$ cat src/rtl/buffer_fill_sequencer.sv
// Line-buffer fill sequencer: writes incoming pixels into four line slots,
// releases the video generator once enough lines are buffered.
module buffer_fill_sequencer #(
  parameter int LINE_WIDTH = 640,
  parameter int FILL_LINES = 2
) (
  input  logic        clock,
  input  logic        reset,
  input  logic        in_valid,
  input  logic [23:0] in_data,
  input  logic        in_hstart,
  input  logic        in_vstart,
  input  logic        line_doubler,
  input  logic        add_line,
  output logic [11:0] wraddr,
  output logic [23:0] wrdata,
  output logic        wren,
  output logic        starttrigger,
  output logic        mode_restart,
  output logic        overflow
);

  typedef enum logic [1:0] {
    IDLE,
    FILL,
    RUN
  } state_t;

  localparam logic [9:0] LAST_COL = 10'(LINE_WIDTH - 1);
  localparam logic [1:0] FILL_N   = 2'(FILL_LINES);

  state_t      state;
  logic [1:0]  slot;
  logic [9:0]  column;
  logic [1:0]  line_cnt;
  logic        ld_q;
  logic        al_q;

  logic        mode_change;
  logic        accept;
  logic        px_write;
  logic        px_ovf;
  logic        px_done;
  logic [1:0]  nxt_slot;
  logic [9:0]  nxt_col;

  assign mode_change = (line_doubler != ld_q) | (add_line != al_q);

  // IDLE only listens for a frame start; other states take every pixel.
  assign accept = in_valid & ((state != IDLE) | in_vstart);

  always_comb begin
    nxt_slot = slot;
    nxt_col  = column;
    px_write = 1'b0;
    px_ovf   = 1'b0;
    if (accept) begin
      unique case (1'b1)
        in_vstart: begin
          nxt_slot = 2'd0;
          nxt_col  = 10'd0;
          px_write = 1'b1;
        end
        in_hstart & ~in_vstart: begin
          nxt_slot = slot + 2'd1;
          nxt_col  = 10'd0;
          px_write = 1'b1;
        end
        ~in_hstart & ~in_vstart & (column == LAST_COL): begin
          px_ovf = 1'b1;
        end
        ~in_hstart & ~in_vstart & (column != LAST_COL): begin
          nxt_col  = column + 10'd1;
          px_write = 1'b1;
        end
      endcase
    end
  end

  assign px_done = px_write & (nxt_col == LAST_COL);

  always_ff @(posedge clock) begin
    if (!reset) begin
      state        <= IDLE;
      slot         <= 2'd0;
      column       <= 10'd0;
      line_cnt     <= 2'd0;
      wren         <= 1'b0;
      wraddr       <= 12'd0;
      wrdata       <= 24'd0;
      starttrigger <= 1'b0;
      mode_restart <= 1'b0;
      overflow     <= 1'b0;
      ld_q         <= line_doubler;
      al_q         <= add_line;
    end else begin
      ld_q         <= line_doubler;
      al_q         <= add_line;
      wren         <= 1'b0;
      mode_restart <= 1'b0;
      if (mode_change) begin
        state        <= IDLE;
        slot         <= 2'd0;
        column       <= 10'd0;
        line_cnt     <= 2'd0;
        starttrigger <= 1'b0;
        mode_restart <= 1'b1;
      end else begin
        if (px_write) begin
          wren   <= 1'b1;
          wraddr <= {nxt_slot, nxt_col};
          wrdata <= in_data;
          slot   <= nxt_slot;
          column <= nxt_col;
        end
        if (px_ovf) begin
          overflow <= 1'b1;
        end
        if (state == IDLE) begin
          line_cnt <= px_done ? 2'd1 : 2'd0;
        end else if (px_done && line_cnt != 2'd3) begin
          line_cnt <= line_cnt + 2'd1;
        end
        // Line count is checked a cycle after the completing write lands.
        unique case (state)
          IDLE: begin
            starttrigger <= 1'b0;
            if (px_write) begin
              state <= FILL;
            end
          end
          FILL: begin
            if (line_cnt >= FILL_N) begin
              state        <= RUN;
              starttrigger <= 1'b1;
            end
          end
          RUN: begin
            starttrigger <= 1'b1;
          end
          default: begin
            state        <= IDLE;
            starttrigger <= 1'b0;
          end
        endcase
      end
    end
  end

endmodule
$ cat config.mk
export PLATFORM = sky130hd
export DESIGN_NAME = buffer_fill_sequencer
export DESIGN_NICKNAME = d
export VERILOG_FILES = /design/src/rtl/buffer_fill_sequencer.sv
export SDC_FILE = /design/constraint.sdc
export NUM_CORES = 1
export LEC_CHECK = 0
export ABC_CLOCK_PERIOD_IN_PS = 3000
export CORE_ASPECT_RATIO = 1.75
export CORE_UTILIZATION = 48
export DETAILED_ROUTE_END_ITERATION = 8
export PLACE_DENSITY_LB_ADDON = 0.3
export RECOVER_POWER = 100
export SETUP_SLACK_MARGIN = 0.4
export SLEW_MARGIN = 20
export SYNTH_ARGS = -nofsm -noshare
export SYNTH_HDL_FRONTEND = slang
export SYNTH_SLANG_ARGS = --single-unit
export TNS_END_PERCENT = 50
$ cat constraint.sdc
create_clock -name clock -period 3 [get_ports clock]
set_input_delay 0.3 -clock clock [delete_from_list [all_inputs] [get_ports clock]]
set_output_delay 0.3 -clock clock [all_outputs]
set_load 0.03 [all_outputs]
==> key figures, run 1 <==
Outcome
  • Status: complete, but fails checks
  • Violated checks: design-rule violations

Finish
  • Nets: 412
  • P&R area growth vs syn: 36.36%
  • Post-Layout Cell Count: ~430
  • Share of layout cells above drive strength 1: around 9%
  • Final Cell Area: approximately 3600 um^2
  • Filler Cell Count: between 400 and 500
  • N_diodes: 0

Place
  • Dpl hpwl: ~5000 um
  • Placed cell area: 3415 um^2
  • Port Buffers: 70
  • Gp weighted congestion: about 0.91
  • Placed insts: ~420

Worst setup path
  • Critical-path top delay cell: or4b_1
  • Max FO, Critical Path: 8
  • Buffers plus inverters on the worst setup path: 2
  • Startpoint types: input port
  • Max incr delay on CP: 0.67 ns
  • Worst Setup Path Type: input port to flop
  • Crit path cell chain: dlygate4sd3_1 > or4b_1 > clkbuf_1 > nor4_1 > a211oi_1 > nand4b_2 > nor4_4 > mux2i_1
  • Critical Path RT: about 3.3 ns
  • CP Capture Type: flop
  • Top delay family on crit path: simple AND/OR/NAND/NOR gates
  • Worst EP arrival: approximately 2.9 ns

Global route
  • GR Layer Usage met1: roughly a quarter
  • M2 GR Usage: between 40% and 50%
  • Vias in the first global route: approximately 2400
  • Tot GR Track Use: 25.57%
  • Met3 Use GR: roughly 6.2%
  • Grt total ovfl: 0
  • Largest net degree at the start of global routing: a little over 40
  • Antenna violations before repair: 0
  • Global-route wire length before repair: 11280 um
  • Busiest grt layer: met2

Logic synthesis
  • Complex-gate fraction of the synthesized area: 19.46%
  • Unique masters post-synth: 57
  • Synth top area share: between 40% and 50%
  • Post-Synth XOR/XNOR Area: under 10%
  • Top FF cell, synth: dfxtp_1
  • Area of the mapped netlist: between 2000 and 3000 um^2
  • Synth warn: 0
  • Dominant cell type by area after synthesis: dfxtp_1
  • Synth area leaders: dfxtp_1, nand2_1, a21boi_1
  • Async set-or-reset flop fraction in the synthesized netlist: 0%
  • Mapped Cells: about 300
  • Combinational family with the most area after synthesis: simple AND/OR/NAND/NOR gates
  • Mux contribution to synthesized area: roughly 1.9%
  • Seq/Total Area, Yosys: 44.04%
  • Yosys reg bits: 58
  • Most common cell in the netlist: nand2_1
  • Commonest cells in the synthesized netlist: nand2_1, dfxtp_1, nor2_1
  • Simple-gate area share of the yosys netlist: approximately a quarter
  • Syn_nets: 340
  • Syn_area_per_cell: between 8 and 9 um^2
  • Post-synth EDFFs: 0
  • Adder-Cell Fraction of Synth Area: 3.797%

STA
  • Worst Tran Pin Value: about 0.67 ns
  • Min Tclk post-route: approximately 2.6 ns
  • Fin. max-slew vios: 0
  • RSZ-0062 raised after global routing: false
  • Hold WS: 0.4545 ns
  • Worst Skew: 0.008781 ns
  • Fin. Hold Viols: 0
  • Setup TNS: 0 ns
  • Slew HR: a little over half
  • F_max: about 0.38 GHz
  • Final setup fails: 0
  • Final Cycle Share: roughly 88%

Detailed routing
  • Drt initial violations: between 100 and 150
  • Antenna-violating nets left: 0
  • Vias per inst: 5.600
  • Vias: approximately 2400
  • Residual DRC: 1
  • Drt wl/cell: about 16 um
  • DRT Wirelength: ~6800 um
  • Drt first pass iters: 6

Power
  • Power Total: 0.001655 W
  • Sequential Power Share: 48.0%
  • P_sw: around 0.00039 W
  • Clock share of power: 41.1%
  • P_leak: between 1 and 1.5 nW
  • Comb power frac: ~11%
  • Internal power: approximately 0.0013 W
  • Power per standard cell area: between 400 and 500 nW/um^2
  • VDD IR max: between 0.3 and 0.4 mV
  • Switching share of power: 23.33%

Clock network
  • CTS tree: built
  • Clock latency on the worst-skew pair: approximately 0.33 ns
  • CTS root buffer: clkbuf_8
  • CTS Buffer Depth: 2
  • H-tree depth: 3
  • Clk slew on worst S/H paths: 0.06 ns
  • Sink Count: between 50 and 60
  • Cts bufs inserted: 9

Floorplan
  • Row count: 35
  • Initial Util: 50.17%
  • Core Footprint: 5255 um^2
  • Die footprint: around 5800 um^2
  • # IOs: between 70 and 80
  • Die Ht: 100.0 um
  • Die W: a little under 60 um

Hold path
  • HP Class: flop to flop

Job
  • Max-cap violation count: 0
[power by group through the flow]
stage | Clock (W) | Sequential (W) | Combinational, W
floorplan | 0 | 0.000840 | 0.0000666
global placement | 0 | 0.000811 | 0.000189
detailed placement | 0 | 0.000812 | 0.000191
CTS | 0.000695 | 0.000795 | 0.000192
global route | 0.000730 | 0.000795 | 0.000196
finish | 0.000681 | 0.000794 | 0.000181
[metal layers]
| layer | wire, um | vias up |
|---|---|---|
| met1 | 2560 | 1128 |
| met2 | 3627 | 76 |
| li1 | - | 1191 |
| met4 | 256 | 0 |
| met5 | 0 | - |
| met3 | 341 | 24 |
[cells by family (layout without fill, tap and decap cells)]
family                     after synthesis  count (layout)
adders and majority gates                8               8
xor gates and xnor gates                 4               4
AOI/OAI and AO/OA                       66              66
buffers and inverters                   22              98
muxes                                    5               5
and+or+nand+nor                        138             138
DFF                                     58              58
[through the flow]
step / util (%) / setup slack (ns)
2_1_floorplan: - / 0.5816
3_3_place_gp: 64.98 / 0.2206
3_5_place_dp: 64.98 / 0.1722
4_1_cts: 68.57 / 0.4081
5_1_grt: 68.40 / 0.2064
6_report: 68.40 / 0.3616
[worst reg2reg max path: stages, from the launching register on]
cell      delay [ns]
dfxtp_1         0.40
ha_1            0.23
and3_1          0.37
a41o_1          0.22
o311ai_0        0.22
or4_4           0.62
nor4_4          0.28
mux2i_1         0.21
[final cells by class]
| cell class | count | area (um^2) | share of cell area (%) |
|---|---|---|---|
| tap | 55 | 68.82 | 1.914 |
| inverter | 4 | 15.01 | 0.4177 |
| sequential | 58 | 1162 | 32.34 |
| clock buffer | 12 | 145.1 | 4.038 |
| timing repair buffer | 79 | 767.0 | 21.34 |
| multi-input combinational | 221 | 1396 | 38.84 |
| clock inverter | 3 | 40.04 | 1.114 |
[layout by cell type, fill, tap and decap left out, types with 7 or more instances in the layout]
cell	n
and2_0	7
o21ai_0	9
dfxtp_1	57
ha_1	7
dlygate4sd3_1	43
clkdlybuf4s50_1	27
nand2_1	67
nor2_1	18
clkbuf_8	10
a21boi_0	22
[flip-flops by register name, summed over array words and instances (netlist names)]
register / count
column: 10
wren: 1
ld_q: 1
wraddr: 12
slot: 2
state: 2
mode_restart: 1
wrdata: 24
al_q: 1
starttrigger: 1
line_cnt: 2
overflow: 1
[what timing repair did]
item / CTS / global route
buffers inserted: 0 / 1
setup endpoints to repair: 2 / 3
resized for setup: 1 / 9
pin swaps: 0 / 2
hold buffers: 0 / 0
gates cloned: 0 / 0
[final timing paths]
| path | startpoint | to | slack, ns | cells past startpoint |
|---|---|---|---|---|
| hold / removal | wrdata[20] | wrdata[20] | 0.45 | 2 |
| setup reg to reg | column[1] | line_cnt[0] | 0.38 | 7 |
| hold reg to reg | wrdata[20] | wrdata[20] | 0.45 | 2 |
| setup / recovery | in_vstart | line_cnt[0] | 0.36 | 8 |
Power figures use the tool's default switching activity.
==> inputs of run 2 (changes only) <==
GPL_ROUTABILITY_DRIVEN = 0   (was not set)
==> run 2 against run 1 <==
  * The run still ends with design-rule violations left
  * Non-clock buffer count unchanged
  * Final cell count is the same
  * Routed wire length decreased by 5.3%
  * Sequential share of layout area decreased by 0.12 points
  * Hold slack worse by 0.0082 ns
  * Fmax fell by 2.3%
  * Clock power up 7.5%
  * Core utilization increased by 0.55 points
  * First-iteration DRC count increased by 29%
  * Clock skew fell by 0.0013 ns
  * Combinational power about the same
  * Critical path type unchanged
  * Largest cell class unchanged
==> key figures, run 2 (synthesis gave the netlist of run 1 again) <==
STA
  • Worst Skew: 0.007493 ns
  • F_max: roughly 0.37 GHz
  • Fin. max-slew vios: 0
  • Final Cycle Share: between 90% and 100%
  • Fin. Hold Viols: 0
  • Final setup fails: 0
  • Min Tclk post-route: 2.701 ns
  • Slew HR: 55.46%
  • Final WS setup: ~0.3 ns
  • Setup TNS: 0 ns
  • Worst Tran Pin Value: around 0.67 ns
  • RSZ-0062 raised after global routing: false

Power
  • Internal power: ~0.0013 W
  • Switching share of power: around 23%
  • Comb power frac: between 10% and 20%
  • P_leak: 1.473 nW
  • P_sw: a little under 0.0004 W
  • VDD IR max: roughly 0.42 mV
  • Power per standard cell area: 470.3 nW/um^2
  • Clock share of power: a little over two fifths
  • Power Total: ~0.0017 W
  • Sequential Power Share: roughly 47%

Finish
  • Biggest regs: wrdata x24, wraddr x12, column x10
  • N_diodes: 0
  • Share of layout cells above drive strength 1: approximately a tenth
  • Largest reg by FF count: wrdata
  • Commonest non-fill, non-tap cell in the layout: nand2_1
  • Filler Cell Count: roughly 440
  • Nets: approximately 400
  • Commonest cells after routing, fill and taps aside: nand2_1, dfxtp_1, dlygate4sd3_1
  • Max reg flops: 24
  • P&R area growth vs syn: 37.45%
  • Post-Layout Cell Count: 432

Job
  • Max-cap violation count: 0

Outcome
  • Violated checks: design-rule violations
  • Status: complete, but fails checks

Worst setup path
  • Worst Setup Path Type: input port to flop
  • Max FO, Critical Path: 8
  • Critical Path RT: approximately 3.3 ns
  • Startpoint types: input port
  • Worst EP arrival: around 3.0 ns
  • CP Capture Type: flop

Detailed routing
  • Drt first pass iters: 6
  • Drt initial violations: roughly 160
  • Antenna-violating nets left: 0
  • Vias per inst: ~5.6
  • Drt wl/cell: 14.87 um
  • DRT Wirelength: 6424 um
  • Residual DRC: 1
  • Vias: roughly 2400

Floorplan
  • # IOs: 71
  • Die footprint: slightly below 6000 um^2
  • Initial Util: between 50% and 60%
  • Row count: 35
  • Die W: 58.02 um
  • Core Footprint: 5255 um^2
  • Die Ht: about 100 um

Place
  • Pre-CTS WS: between 0.15 and 0.2 ns
  • Port Buffers: 70
  • Placed insts: around 420
  • Dpl hpwl: 4611 um

Global route
  • Largest net degree at the start of global routing: 41
  • Vias in the first global route: around 2400
  • Tot GR Track Use: between 20 and 25%
  • Global-route wire length before repair: between 10000 and 15000 um
  • Grt total ovfl: 0
  • Antenna violations before repair: 0

Clock network
  • Hold_buf cts: 0
  • Cts bufs inserted: 9
  • Clk slew on worst S/H paths: 0.06 ns
  • CTS tree: built
  • CTS root buffer: clkbuf_8
  • H-tree depth: 3
  • Sink Count: 58
  • Clock latency on the worst-skew pair: roughly 0.33 ns
  • CTS Buffer Depth: 2

Hold path
  • HP Class: flop to flop
## run 2: changes by cell type in the layout (fill, tap and decap cells not counted), sizes merged
cell    delta
clkbuf     -2
buf        +3
clkinv     -1
## run 2: layer usage
layer  part of all wire (%)  vias to the layer above  track usage (%)
li1                       -                     1194                -
met1                     38                     1114            25.63
met2                     51                       93            40.76
met3                    6.9                       23            8.763
met4                    4.3                        0            15.02
met5                      0                        -                0
## run 2: critical path: stages
cell and delay [ns]:
dlygate4sd3_1 0.64, or4b_1 0.70, a31oi_4 0.22, nand2_2 0.07
or4_4 0.49, nor4_4 0.31, mux2i_1 0.23
## run 2: what timing repair did
item	4_1_cts	5_1_grt
resized for setup	3	11
pin swaps	0	2
endpoints found under the hold margin	0	0
buffers inserted	0	2
endpoints found under the setup margin	2	4
## run 2: area by class of cell
class	instances	area [um^2]	area share, %
Clock inverter	2	35.03	0.9668
Multi-Input combinational cell	221	1389	38.33
Clock buffer	13	168.9	4.662
Timing Repair Buffer	79	777.0	21.44
Sequential cell	58	1167	32.22
Inverter	4	17.52	0.4834
Tap cell	55	68.82	1.899
## run 2: power groups by stage
stage | clock network (W) | logic (W) | registers, W
floorplan | 0 | 0.0000666 | 0.000840
global placement | 0 | 0.000184 | 0.000811
detailed placement | 0 | 0.000186 | 0.000812
CTS | 0.000751 | 0.000187 | 0.000795
global route | 0.000784 | 0.000194 | 0.000795
finish | 0.000732 | 0.000178 | 0.000793
## run 2: worst paths after layout
kind	start	endpoint	slack [ns]	cells after the start
max	in_vstart	line_cnt[0]	0.30	7
max reg2reg	state[1]	line_cnt[0]	0.34	8
min reg2reg	wrdata[13]	wrdata[13]	0.45	2
min	wrdata[13]	wrdata[13]	0.45	2
## run 2: metrics by stage
| step | util, % | area, um^2 | hold WS [ns] |
|---|---|---|---|
| 6_report | 68.95 | 3623 | 0.4463 |
| 5_1_grt | 68.95 | 3623 | 0.4681 |
| 4_1_cts | 68.62 | 3606 | 0.4522 |
| 3_5_place_dp | 64.60 | 3395 | 0.4442 |
| 3_3_place_gp | 64.60 | 3395 | 0.4395 |
| 2_1_floorplan | - | 2636 | 0.3277 |
